$ cat src/rtl/featuremap_channel_accum.sv
// Sums CH signed channel results per pixel, adds a loadable bias, then applies optional ReLU and saturation.
// Latency: two cycles from input transfer to out_data; throughput one pixel per cycle.
// Backpressure: a held output beat (out_valid & ~out_ready) freezes both stages and drops in_ready.
module featuremap_channel_accum #(
    parameter int DATA_WIDTH = 16,
    parameter int CH         = 3,
    parameter int WIDTH      = 112,
    parameter int HEIGHT     = 112,
    parameter logic signed [DATA_WIDTH-1:0] BIAS_INIT = '0
) (
    input  logic                     clk,
    input  logic                     rst,
    input  logic                     in_valid,
    output logic                     in_ready,
    input  logic [DATA_WIDTH*CH-1:0] in_data,
    input  logic                     bias_we,
    input  logic [DATA_WIDTH-1:0]    bias_in,
    input  logic                     relu_en,
    output logic                     out_valid,
    input  logic                     out_ready,
    output logic [DATA_WIDTH-1:0]    out_data,
    output logic                     out_eol,
    output logic                     out_eof
);

    localparam int ACC_W = DATA_WIDTH + $clog2(CH) + 1;
    // One extra bit so that adding the bias to a full-scale channel sum cannot wrap.
    localparam int T_W   = ACC_W + 1;
    localparam int COL_W = (WIDTH > 1) ? $clog2(WIDTH) : 1;
    localparam int ROW_W = (HEIGHT > 1) ? $clog2(HEIGHT) : 1;

    localparam logic [COL_W-1:0] COL_MAX = COL_W'(WIDTH - 1);
    localparam logic [ROW_W-1:0] ROW_MAX = ROW_W'(HEIGHT - 1);
    localparam logic signed [T_W-1:0] SAT_MAX =
        {{(T_W-DATA_WIDTH+1){1'b0}}, {(DATA_WIDTH-1){1'b1}}};
    localparam logic signed [T_W-1:0] SAT_MIN =
        {{(T_W-DATA_WIDTH+1){1'b1}}, {(DATA_WIDTH-1){1'b0}}};

    logic                         s1_valid_q, s1_valid_d;
    logic signed [ACC_W-1:0]      s1_sum_q, s1_sum_d;
    logic                         out_valid_q, out_valid_d;
    logic signed [DATA_WIDTH-1:0] out_data_q, out_data_d;
    logic signed [DATA_WIDTH-1:0] bias_q, bias_d;
    logic [COL_W-1:0]             col_q, col_d;
    logic [ROW_W-1:0]             row_q, row_d;

    logic                         en;
    logic                         xfer;
    logic signed [DATA_WIDTH-1:0] ch_v;
    logic signed [ACC_W-1:0]      ch_sum;
    logic signed [T_W-1:0]        biased;
    logic signed [DATA_WIDTH-1:0] sat;
    logic signed [DATA_WIDTH-1:0] pix;

    always_comb begin
        en   = ~out_valid_q | out_ready;
        xfer = out_valid_q & out_ready;

        ch_v   = '0;
        ch_sum = '0;
        for (int k = 0; k < CH; k++) begin
            ch_v   = in_data[DATA_WIDTH*k +: DATA_WIDTH];
            ch_sum = ch_sum + ACC_W'(ch_v);
        end

        biased = T_W'(s1_sum_q) + T_W'(bias_q);
        if (biased > SAT_MAX) begin
            sat = SAT_MAX[DATA_WIDTH-1:0];
        end else if (biased < SAT_MIN) begin
            sat = SAT_MIN[DATA_WIDTH-1:0];
        end else begin
            sat = biased[DATA_WIDTH-1:0];
        end
        pix = (relu_en && (sat < 0)) ? '0 : sat;

        s1_valid_d  = s1_valid_q;
        s1_sum_d    = s1_sum_q;
        out_valid_d = out_valid_q;
        out_data_d  = out_data_q;
        bias_d      = bias_q;
        col_d       = col_q;
        row_d       = row_q;

        if (en) begin
            s1_valid_d  = in_valid;
            s1_sum_d    = ch_sum;
            out_valid_d = s1_valid_q;
            out_data_d  = pix;
        end

        // Stage 2 above reads bias_q, so a same-edge load only affects later captures.
        if (bias_we) begin
            bias_d = bias_in;
        end

        if (xfer) begin
            if (col_q == COL_MAX) begin
                col_d = '0;
                row_d = (row_q == ROW_MAX) ? '0 : row_q + 1'b1;
            end else begin
                col_d = col_q + 1'b1;
            end
        end
    end

    always_ff @(posedge clk or negedge rst) begin
        if (!rst) begin
            s1_valid_q  <= 1'b0;
            s1_sum_q    <= '0;
            out_valid_q <= 1'b0;
            out_data_q  <= '0;
            bias_q      <= BIAS_INIT;
            col_q       <= '0;
            row_q       <= '0;
        end else begin
            s1_valid_q  <= s1_valid_d;
            s1_sum_q    <= s1_sum_d;
            out_valid_q <= out_valid_d;
            out_data_q  <= out_data_d;
            bias_q      <= bias_d;
            col_q       <= col_d;
            row_q       <= row_d;
        end
    end

    assign in_ready  = en;
    assign out_valid = out_valid_q;
    assign out_data  = out_data_q;
    assign out_eol   = out_valid_q & (col_q == COL_MAX);
    assign out_eof   = out_eol & (row_q == ROW_MAX);

endmodule

$ cat config.mk
export PLATFORM = sky130hd
export DESIGN_NAME = featuremap_channel_accum
export DESIGN_NICKNAME = d
export VERILOG_FILES = /design/src/rtl/featuremap_channel_accum.sv
export SDC_FILE = /design/constraint.sdc
export NUM_CORES = 1
export LEC_CHECK = 0
export CAP_MARGIN = 20
export CORE_MARGIN = 4
export CORE_UTILIZATION = 53
export CTS_CLUSTER_SIZE = 30
export DETAILED_ROUTE_END_ITERATION = 8
export PLACE_DENSITY = 0.89
export SYNTH_ARGS = -nofsm -noshare
export SYNTH_HDL_FRONTEND = slang
export SYNTH_SLANG_ARGS = --single-unit
$ cat constraint.sdc
create_clock -name clk -period 4.1 [get_ports clk]
set_clock_uncertainty 0.2 [all_clocks]
set_input_delay 0.82 -clock clk [delete_from_list [all_inputs] [get_ports clk]]
set_output_delay 0.82 -clock clk [all_outputs]
set_load 0.01 [all_outputs]
* After elaboration in Yosys (flattened, before gate mapping)
Index checks and enable logic that the tools add are counted.
** Word-level totals
- Bits in registers :: 66
- Output and inout bits :: 20
- Word-level logic and storage cells :: 29
- Memories kept :: 0
- Bits in latches :: 0
- Bits in writable memories :: 0
- Input bits :: 70
- Bits in read-only memories :: 0
** Operators by class
- Multiply operators :: 0
- Order comparisons :: 3
- Shift operators :: 0
- Reductions and logical operators :: 2
- Bitwise gates (word level) :: 5
- Muxes and demuxes :: 5
- Equal/unequal tests :: 2
- $add $sub $neg :: 5
- Div/mod/pow operators :: 0
** Operators by type and width (number)
- two-way mux 16 bit :: 3
- greater-than comparator 20 x 16 -> 1 bit (second input constant) :: 1
- less-than comparator 20 x 16 -> 1 bit (second input constant) :: 1
- adder 18 x 16 -> 19 bit :: 1
- adder 17 x 16 -> 18 bit :: 1
- adder 16 x 16 -> 17 bit :: 1
- less-than comparator 16 x 1 -> 1 bit (second input constant) :: 1
- adder 7 x 1 -> 7 bit (second input constant) :: 2
- == test 7 bit (second input constant) :: 2
- two-way mux 7 bit :: 2
- bitwise AND 1 bit :: 3
- AND reduction 2 bit :: 1
- logical AND 1 bit :: 1
- NOT 1 bit :: 1
- bitwise OR 1 bit :: 1

* Depth between registers and ports, before layout
- Depth after elaboration :: 7
- Gate-level depth with buffers :: 14
- Mapped depth without buffers :: 14

* Worst setup path after synthesis
OpenSTA, ideal clock, no wires.
- Path kind :: input to register
- From :: input port in_data[1]
- To :: register, netlist name s1_sum_q[17]
- Path buffers :: 0
- Arrival time :: 3123 ps
- Slack :: 651 ps
- Required time :: 3774 ps
- Stages on the path :: 12
- Setup time :: 126 ps
- Cells stage by stage :: fa_1 ha_1 inv_1 fa_1 nor2b_1 o21ai_0 a21boi_0 o2111ai_1 a21oi_1 o21a_1 o211a_1 o31ai_1
** On the way
- Cells in the longest elaborated chain, start to end :: 2
** Ends and longest elaborated chain
- start, declared :: RTL line 15 : input logic [DATA_WIDTH*CH-1:0] in_data,
- adder 16 x 16 -> 17 bit :: RTL line 63 : ch_sum = ch_sum + ACC_W'(ch_v);
- adder 17 x 16 -> 18 bit :: RTL line 63
Every way passes these cells.
A chain may end at the register's enable or synchronous reset.

* Final worst setup path
- From :: input port in_data[1]
- To :: register, netlist name s1_sum_q[17]
** On the way
- Cells in the longest elaborated chain, start to end :: 2
** Ends and longest elaborated chain (RTL line)
- adder 16 x 16 -> 17 bit :: 63
- adder 17 x 16 -> 18 bit :: 63
Every way passes these cells.

==> results <==
==> worst max-delay path: stages <==
cell	delay, ns
clkdlybuf4s50_1	0.43
fa_1	0.55
ha_1	0.17
inv_1	0.06
fa_1	0.40
nor2b_1	0.12
o21ai_0	0.10
a21boi_0	0.32
o2111ai_1	0.20
a21oi_1	0.21
o21a_1	0.21
o211a_1	0.15
o31ai_1	0.07
==> stage by stage <==
stage / hold slack, ns / area (sq um) / utilization, % / std cells
final: 0.208 / 5750 / 69.3 / 648
after global routing: 0.230 / 5750 / 69.3 / 648
after CTS: 0.215 / 5750 / 69.3 / 648
after detailed placement: 0.262 / 5560 / 67.0 / 632
after global placement: 0.243 / 5560 / 67.0 / 632
after floorplan: 0.230 / 4570 / - / 445
==> state kept, by name, summed over array words and instances, names as in the netlist <==
name and flops:
bias_q 16, s1_valid_q 1, out_valid 1, row_q 7, out_data 16, s1_sum_q 18, col_q 7
==> routing by layer <==
metal / up-vias / global-route usage, % / wire (um)
met1: 1710 / 27.6 / 4430
met4: 0 / 5.60 / 124
met3: 12 / 4.71 / 648
li1: 1802 / - / -
met5: - / 0 / 0
met2: 126 / 33.2 / 4710
==> final cells by class <==
type	instances	area, sq um
timing repair buffer	96	938
sequential	66	1650
clock inverter	3	21.3
fill	587	2550
multi-input combinational	349	2780
tap	105	131
clock buffer	13	169
inverter	16	60.1
==> final timing paths <==
path	slack, ns	start	cells after the start	endpoint
setup / recovery	0.31	in_data[1]	13	s1_sum_q[17]
hold / removal	0.21	rst	1	row_q[5]
setup reg to reg	0.69	s1_sum_q[1]	9	out_data[2]
hold reg to reg	0.27	s1_valid_q	1	out_valid
max in group asynchronous	2.56	rst	2	bias_q[12]
min in group clk	0.27	s1_valid_q	1	out_valid
==> power groups by stage <==
| stage | Clock [mW] | Combinational, mW | Sequential [mW] |
|---|---|---|---|
| final | 0.510 | 1.75 | 0.980 |
| after global routing | 0.554 | 1.96 | 1.00 |
| after detailed placement | 0 | 1.74 | 0.989 |
| after CTS | 0.520 | 1.75 | 0.980 |
| after floorplan | 0 | 1.23 | 0.987 |
| after global placement | 0 | 1.69 | 0.977 |
==> layout by cell type (no fill, tap or decap), drive strengths merged, types with 5 or more instances in the layout <==
cell type	Yosys	layout
nor2b	7	7
nand3b	5	5
nand2	37	37
a21o	11	11
clkbuf	7	13
nand3	6	6
nor2	31	31
nor3b	6	6
inv	15	16
nor3	12	12
clkdlybuf4s50	0	88
dfrtp	66	66
nand2b	7	7
a21oi	36	36
ha	36	36
mux2	18	18
fa	18	18
nand4	5	5
o31ai	7	7
buf	6	8
xor2	14	14
a221o	13	13
o21ai	24	24
xnor2	15	15
==> logic make-up (layout without fill, tap and decap cells) <==
family / count (synthesis) / after routing / share of synthesized area (%)
AO/OA/AOI/OAI: 119 / 119 / 18.6
XOR/XNOR: 29 / 29 / 5.72
adder cells (fa/ha/maj): 54 / 54 / 17.7
buffers and inverters: 30 / 128 / 3.15
flip-flops: 66 / 66 / 36.1
multiplexers: 20 / 20 / 4.95
AND/OR/NAND/NOR: 127 / 127 / 13.7
==> reports/summary.txt <==
Post-CTS sizing -> 0
Initial antenna violation count -> 0
CTS tree -> done
Final setup fails -> 0
Nets -> 662
Period minus WS final -> 3.79 ns
Leak pwr -> 2.47 nW
Clock network power share -> 15.7%
Synth top area share -> 36.1%
Row cnt -> 33
Initial DRC Count -> 106
DR WL/cell -> 15.3 um
Setup bufs post-CTS -> 0
Ant diodes -> 0
Floorplan Core Area -> 8300 sq um
Initial core utilization -> 55.1%
Layout cells sized above 1 -> 10.5%
Comb pwr share -> 54.0%
Internal -> 1.96 mW
Flops & latches, synth -> 66
Die area -> 10200 sq um
H-tree Lvls -> 3
Clk_lat worst skew -> 0.34 ns
Crit start category -> input pin
Max clock buf depth -> 2
Post-synth EDFFs -> 0
Worst-Margin Slew -> 0.795 ns
Post-synthesis cell count -> 445
Fmax -> 0.264 GHz
Yosys warning count -> 0
Fin worst setup slack -> 0.309 ns
Die width -> 101 um
First-pass GRT wire length -> 16.7 mm
Unrepaired setup endpoints after global routing -> false
Fin. max-slew vios -> 0
Setup TNS -> 0 ns
Total Power -> 3.24 mW
Total number of vias -> 3650
Post-DP HPWL -> 7.98 mm
Antenna viol nets, final -> 0
Clock root buffer -> clkbuf_8
Drt first pass iters -> 4
Drt total wl -> 9.90 mm
Critical path class -> in2reg
CTS buffer count -> 9
Total track usage -> 20.5%
Clock sink count -> 66
Largest net degree at the start of global routing -> 47
I/O Buffers -> 89
Area leader, netlist -> dfrtp_1
Max capacitance violation total -> 0
Critical path required time -> 4.12 ns
Sw Share -> 39.4%
Rel. slew slack -> 47.0%
P per Cell Area -> 564 nW/um^2
Final hold vios -> 0
Arrival time worst endpoint -> 3.81 ns
Most frequent cells after synthesis -> dfrtp_1 (66), nand2_1 (37), ha_1 (36)
Most numerous cell in the Yosys netlist -> dfrtp_1
Seq/Total Area, Yosys -> 36.1%
Placer Congestion -> 0.850
Status -> finished, final reports clean
Mapped Nets -> 569
Syn-to-layout area delta -> 25.8%
Hold Crit Class -> in2async
Vias in the first global route -> 3603
DR DRC count -> 0
Final worst-path cycle share -> 92.5%
Ports -> 90
Worst Path Max Fanout -> 4
Cell Area, Synth -> 4570 sq um
Flop pwr share -> 30.2%
Synth area leaders -> dfrtp_1 (36%), ha_1 (9.9%), fa_1 (7.9%)
CP Capture Type -> flip-flop
Clock transition at path regs -> 0.07 ns
VDD IR max -> 0.228 mV
GRT overflow -> 0
Asr flop ratio synth -> 100%
Unique masters post-synth -> 64
Top FF cell, synth -> dfrtp_1
Hold-fix buffers, CTS -> 0
Sw Pwr -> 1.28 mW
Drt via density -> 5.63
Dpl ws -> 0.0166 ns
Syn Area/Cell -> 10.3 sq um
DIE HEIGHT -> 101 um
Note: power is estimated with default switching activity, not from simulation.
